===== config.mk =====
export PLATFORM = sky130hd
export DESIGN_NAME = cmos_capture_pair_flat
export DESIGN_NICKNAME = d
export VERILOG_FILES = /design/src/rtl/cmos_capture_pair_if.sv /design/src/rtl/cmos_capture_pair.sv /design/src/flat_wrapper.sv
export SDC_FILE = /design/constraint.sdc
export NUM_CORES = 1
export LEC_CHECK = 0
export BUFFER_PORTS_ARGS = -buffer_cell sky130_fd_sc_hd__buf_4
export CAP_MARGIN = 30
export CORE_AREA = 4 4 62 64
export CTS_CLUSTER_SIZE = 25
export DETAILED_ROUTE_END_ITERATION = 10
export DIE_AREA = 0 0 66 68
export PLACE_DENSITY = 0.76
export SLEW_MARGIN = 10
export SYNTH_ARGS = -nofsm -noshare
export SYNTH_HDL_FRONTEND = slang
export SYNTH_SLANG_ARGS = --single-unit

===== constraint.sdc =====
create_clock -name cam_pclk -period 1.6 [get_ports cam_pclk]
set_clock_uncertainty 0.05 [all_clocks]
set_input_delay 0.16 -clock cam_pclk [delete_from_list [all_inputs] [get_ports cam_pclk]]
set_output_delay 0.16 -clock cam_pclk [all_outputs]
set_load 0.02 [all_outputs]

===== src/rtl/cmos_capture_pair_if.sv =====
// Camera-side DVP inputs and the RGB565 pixel stream that feeds the cropping stage.
// The stream has valid but no ready: a pixel is taken on every cam_pclk cycle where
// cmos_frame_valid is high, and the consumer cannot stall it.
interface cmos_capture_pair_if;
  logic        cam_vsync;
  logic        cam_href;
  logic [7:0]  cam_data;
  logic        cmos_frame_vsync;
  logic        cmos_frame_href;
  logic        cmos_frame_valid;
  logic [15:0] cmos_frame_data;

  modport master (
    output cam_vsync, cam_href, cam_data,
    input  cmos_frame_vsync, cmos_frame_href, cmos_frame_valid, cmos_frame_data
  );

  modport slave (
    input  cam_vsync, cam_href, cam_data,
    output cmos_frame_vsync, cmos_frame_href, cmos_frame_valid, cmos_frame_data
  );
endinterface


===== src/rtl/cmos_capture_pair.sv =====
// Pairs DVP bytes into RGB565 pixels and discards the first WAIT_FRAME frames after reset.
// Optional macro CMOS_LINE_CHECK_EN adds a per-line pixel count check driving line_err.
module cmos_capture_pair #(
  parameter int WAIT_FRAME = 10,
  parameter int H_PIXELS   = 640
) (
  input  logic                  cam_pclk,
  input  logic                  rst,
  cmos_capture_pair_if.slave    bus,
  output logic                  frame_ready,
  output logic                  line_err
);

  localparam logic [7:0] WAIT_CNT = 8'(WAIT_FRAME);

  if (WAIT_FRAME < 1 || WAIT_FRAME > 255 || H_PIXELS < 1 || H_PIXELS > 2047) begin : g_bad_param
    $error("cmos_capture_pair: WAIT_FRAME or H_PIXELS out of range");
  end

  logic        vsync_d0, vsync_d1;
  logic        href_d0, href_d1;
  logic [7:0]  data_d0;
  logic [7:0]  hi_byte;
  logic        byte_flag;
  logic        valid_r;
  logic [15:0] data_r;
  logic [7:0]  frame_cnt;
  logic        pos_vsync;
  logic        pair_done;

  assign pos_vsync = vsync_d0 & ~vsync_d1;
  // A vsync edge kills the pixel that would complete in the same cycle.
  assign pair_done = href_d0 & byte_flag & ~pos_vsync;

  always_ff @(posedge cam_pclk) begin
    if (rst) begin
      vsync_d0    <= 1'b0;
      vsync_d1    <= 1'b0;
      href_d0     <= 1'b0;
      href_d1     <= 1'b0;
      data_d0     <= 8'h00;
      hi_byte     <= 8'h00;
      byte_flag   <= 1'b0;
      valid_r     <= 1'b0;
      data_r      <= 16'h0000;
      frame_cnt   <= 8'h00;
      frame_ready <= 1'b0;
    end else begin
      vsync_d0 <= bus.cam_vsync;
      vsync_d1 <= vsync_d0;
      href_d0  <= bus.cam_href;
      href_d1  <= href_d0;
      data_d0  <= bus.cam_data;

      if (pos_vsync && frame_cnt < WAIT_CNT)
        frame_cnt <= frame_cnt + 8'd1;
      // Ready rises on the vsync that opens frame WAIT_FRAME+1, so that frame is the first one out.
      if (pos_vsync && frame_cnt == WAIT_CNT)
        frame_ready <= 1'b1;

      if (pos_vsync || !href_d0)
        byte_flag <= 1'b0;
      else
        byte_flag <= ~byte_flag;

      if (href_d0 && !byte_flag)
        hi_byte <= data_d0;

      valid_r <= pair_done;
      if (!frame_ready)
        data_r <= 16'h0000;
      else if (pair_done)
        data_r <= {hi_byte, data_d0};
    end
  end

  assign bus.cmos_frame_vsync = vsync_d1 & frame_ready;
  assign bus.cmos_frame_href  = href_d1 & frame_ready;
  assign bus.cmos_frame_valid = valid_r & frame_ready;
  assign bus.cmos_frame_data  = data_r;

`ifdef CMOS_LINE_CHECK_EN
  logic [10:0] pix_cnt;
  logic        pos_href;
  logic        neg_href;

  assign pos_href = href_d0 & ~href_d1;
  assign neg_href = ~href_d0 & href_d1;

  // Counts completed pairs regardless of frame_ready so skipped frames are checked too.
  always_ff @(posedge cam_pclk) begin
    if (rst) begin
      pix_cnt  <= 11'd0;
      line_err <= 1'b0;
    end else begin
      if (pos_vsync || pos_href)
        pix_cnt <= 11'd0;
      else if (pair_done && pix_cnt != 11'h7FF)
        pix_cnt <= pix_cnt + 11'd1;

      if (pos_vsync)
        line_err <= 1'b0;
      else if (neg_href && pix_cnt != 11'(H_PIXELS))
        line_err <= 1'b1;
    end
  end
`else
  assign line_err = 1'b0;
`endif

endmodule


===== src/flat_wrapper.sv =====
// flat-port wrapper written by rule: the top's interface ports become plain ports
module cmos_capture_pair_flat 
#(
  parameter int WAIT_FRAME = 10,
  parameter int H_PIXELS   = 640
)
  (cam_pclk, rst, frame_ready, line_err, bus_cam_vsync, bus_cam_href, bus_cam_data, bus_cmos_frame_vsync, bus_cmos_frame_href, bus_cmos_frame_valid, bus_cmos_frame_data);
  cmos_capture_pair_if bus_i ();
  input  logic cam_pclk;
  input  logic rst;
  output logic frame_ready;
  output logic line_err;
  input wire logic [$bits(bus_i.cam_vsync)-1:0] bus_cam_vsync;
  input wire logic [$bits(bus_i.cam_href)-1:0] bus_cam_href;
  input wire logic [$bits(bus_i.cam_data)-1:0] bus_cam_data;
  output wire logic [$bits(bus_i.cmos_frame_vsync)-1:0] bus_cmos_frame_vsync;
  output wire logic [$bits(bus_i.cmos_frame_href)-1:0] bus_cmos_frame_href;
  output wire logic [$bits(bus_i.cmos_frame_valid)-1:0] bus_cmos_frame_valid;
  output wire logic [$bits(bus_i.cmos_frame_data)-1:0] bus_cmos_frame_data;
  assign bus_i.cam_vsync = bus_cam_vsync;
  assign bus_i.cam_href = bus_cam_href;
  assign bus_i.cam_data = bus_cam_data;
  assign bus_cmos_frame_vsync = bus_i.cmos_frame_vsync;
  assign bus_cmos_frame_href = bus_i.cmos_frame_href;
  assign bus_cmos_frame_valid = bus_i.cmos_frame_valid;
  assign bus_cmos_frame_data = bus_i.cmos_frame_data;
  cmos_capture_pair #(.WAIT_FRAME(WAIT_FRAME), .H_PIXELS(H_PIXELS)) u_core (.cam_pclk(cam_pclk), .rst(rst), .bus(bus_i), .frame_ready(frame_ready), .line_err(line_err));
endmodule

==> out/qor.yml <==
antenna_found_initial: 0
finalHoldViolCount: 0
crit_buf_inv: 0
path_clk_slew_ns: 0.12
grt-ovfl-total: 0
synth_top_family_by_area: "simple AND/OR/NAND/NOR gates"
grt_use_total: 0.178
cap_violations: 0
cp.required_ns: 1.78
htree_num_levels: 2
num_rows: 21
hold_depth: 2
met2_wirelength_um: 1770
ff2ff_path_depth: 3
grt_max_degree: 33
yosysSeqAreaShare: 0.548
clk_latency_ns: 0.35
cts_tree: "built"
drive_gt1_frac: 0.206
route.detailed.drc: 0
setup_tns_ns: 0
crit_slowest_cell: "or4_4"
post_cts_buffers: 0
ys_top_cells_by_count: "47 x dfxtp_1, 27 x a21oi_1, 18 x nand2_1"
yosys-top-cells-area: "dfxtp_1 55%, a21oi_1 7.9%, nor2b_1 6.2%"
die_h_um: 68
num-nets-final: 237
peakVddDrop_mv: 0.737
synth_cell_type_count: 30
reg2reg_from: "u_core.frame_cnt[4]$_SDFFE_PP0P_"
root_buffer: "clkbuf_4"
slew_headroom: 0.601
wirelength_um: 3660
nFillCells: 288
critPathLaunchType: "flip-flop"
rsz0062_at_grt: "no"
start_util: 0.523
hold_path_end: "u_core.data_d0[7]$_SDFF_PP0_"
clk_path_buf_depth: 2
p_leak_nw: 0.797
netlist_area_um2: 1720
drt_iter0_drc: 108
timing.final.crit_share: 0.850
die_w_um: 66
met3_length_um: 185
crit_family: "simple AND/OR/NAND/NOR gates"
synthToLayoutAreaGrowth_pct: 22.7
antenna_cells: 0
synth_flop_cell: "dfxtp_1"
drv_slew: 0
grt_pass1_wl_um: 6140
status: "complete, no violations"
cp.arrival_ns: 1.54
ys_warn_count: 0
port_buffers: 31
ff2ff_setup_slack_ns: 0.24
gp_congestion: 0.763
synth_edf_count: 0
synth_top_area_frac: 0.548
postSynthCellCount: 187
cts_buffers: 5
async_reset_ff_frac: 0
fin_util: 0.642
synthMuxAreaShare: 0
synth_top_area_cell: "dfxtp_1"
hp-class: "in2reg"
firstDrtPassIters: 4
dp_hpwl_um: 2410
power_density_nw_per_um2: 888
ios: 33
top_layer: "met4"
hp-start: "bus_cam_data[7]"
post-route-min-period_ns: 1.36
met1Wirelength_um: 1660
yosys.area_share.simple: 0.229
fmax_mhz: 736
slowest_delay_ns: 0.55
r2r_end: "u_core.frame_cnt[1]$_SDFFE_PP0P_"
grt_pass1_vias: 1394
worst_pin_slew_ns: 0.596
synth_xor_area_frac: 0
vias: 1445
routedWlPerCell_um: 13.6
cp_cell_sequence: "or4_4, o31ai_2, a21oi_1"
synth_nets: 201
setup_violations: 0
ys_ff_latch: 47
cp-end-kind: "flip-flop"
die_area_um2: 4490
core_um2: 3280
crit_fanout: 3
syn_avg_cell_area_um2: 9.19
antenna_left: 0
synth.most_common_cell: "dfxtp_1"
via_per_inst: 5.37
yosys.area_share.adder: 0.0146
synth_compound_area_frac: 0.157
clkSinkCount: 47
critPathKind: "reg2reg"
-- state kept, by name, indices dropped and copies added (netlist names) --
register,count
u_core.bus.cmos_frame_data,16
u_core.data_d0,8
u_core.frame_cnt,8
u_core.hi_byte,8
u_core.byte_flag,1
u_core.frame_ready,1
u_core.href_d0,1
u_core.href_d1,1
u_core.valid_r,1
u_core.vsync_d0,1
u_core.vsync_d1,1
-- per-layer routing --
metal / vias up / global-route usage
met5: - / 0
met4: 0 / 0.0635
met3: 5 / 0.0427
met2: 37 / 0.313
met1: 695 / 0.213
li1: 708 / -
-- stage by stage --
step,instance area [um2],hold WS (ns),cells,power (mW),worst slack (ns)
global route,2110,0.0218,269,1.94,0.119
floorplan,1720,0.182,187,1.30,0.319
CTS,2110,0.00585,269,1.88,0.239
global placement,1960,0.324,253,1.33,0.290
detailed placement,1960,0.330,253,1.33,0.259
finish,2110,0.0134,269,1.87,0.240
-- repair_timing --
item,in CTS,in global routing
hold endpoints to repair,9,0
setup endpoints to repair,0,0
hold buffers,9,0
resized for setup,0,0
-- area by class of cell --
type	count	area, um2	area share
clock buffers	6	51.3	0.0243
clock inverters	1	5.00	0.00237
inverters	2	7.51	0.00356
multi-input cells	123	693	0.329
flip-flops and latches	47	941	0.446
well taps	46	57.6	0.0273
repair buffers	44	353	0.167
-- layout by cell type (no fill, tap or decap), types with 2 or more instances in the layout --
cell type       n
nor2b_1        17
a21oi_1        27
nand2b_1        3
a31oi_1         2
ha_1            2
buf_4          35
nor2_1          2
and2_1          4
dlygate4sd3_1   9
nor3_1          2
inv_1           2
nand2_1        18
o21ai_0         3
clkbuf_4        5
dfxtp_1        47
o21ai_1        14
nand3_1        17
-- cells by family (layout without fill, tap and decap cells) --
| logic type | Yosys count | count (layout) |
|---|---|---|
| AO/OA/AOI/OAI | 50 | 50 |
| adder cells (fa/ha/maj) | 2 | 2 |
| buffers and inverters | 17 | 53 |
| flip-flops | 47 | 47 |
| other | 1 | 1 |
| AND/OR/NAND/NOR | 70 | 70 |
-- worst max-delay path by stage --
stage                                startpoint                                    endpoint  slack, ns  cells past startpoint
2_1_floorplan  u_core.frame_cnt[4]$_SDFFE_PP0P_            u_core.frame_cnt[1]$_SDFFE_PP0P_       0.32                      3
3_3_place_gp   u_core.frame_cnt[4]$_SDFFE_PP0P_            u_core.frame_cnt[1]$_SDFFE_PP0P_       0.29                      3
3_5_place_dp   u_core.frame_cnt[4]$_SDFFE_PP0P_            u_core.frame_cnt[1]$_SDFFE_PP0P_       0.26                      3
4_1_cts         u_core.frame_ready$_SDFFE_PP0P_                        bus_cmos_frame_vsync       0.24                      2
5_1_grt               u_core.href_d0$_SDFF_PP0_  u_core.bus.cmos_frame_data[5]$_SDFFE_PP0P_       0.12                      3
6_report       u_core.frame_cnt[4]$_SDFFE_PP0P_            u_core.frame_cnt[1]$_SDFFE_PP0P_       0.24                      3
-- power breakdown --
group,switching (mW),total (mW),internal (mW)
Combinational,0.0611,0.117,0.0556
Sequential,0.0163,1.21,1.20
Clock,0.339,0.543,0.204
Total,0.417,1.87,1.46
Power figures use the tool's default switching activity.
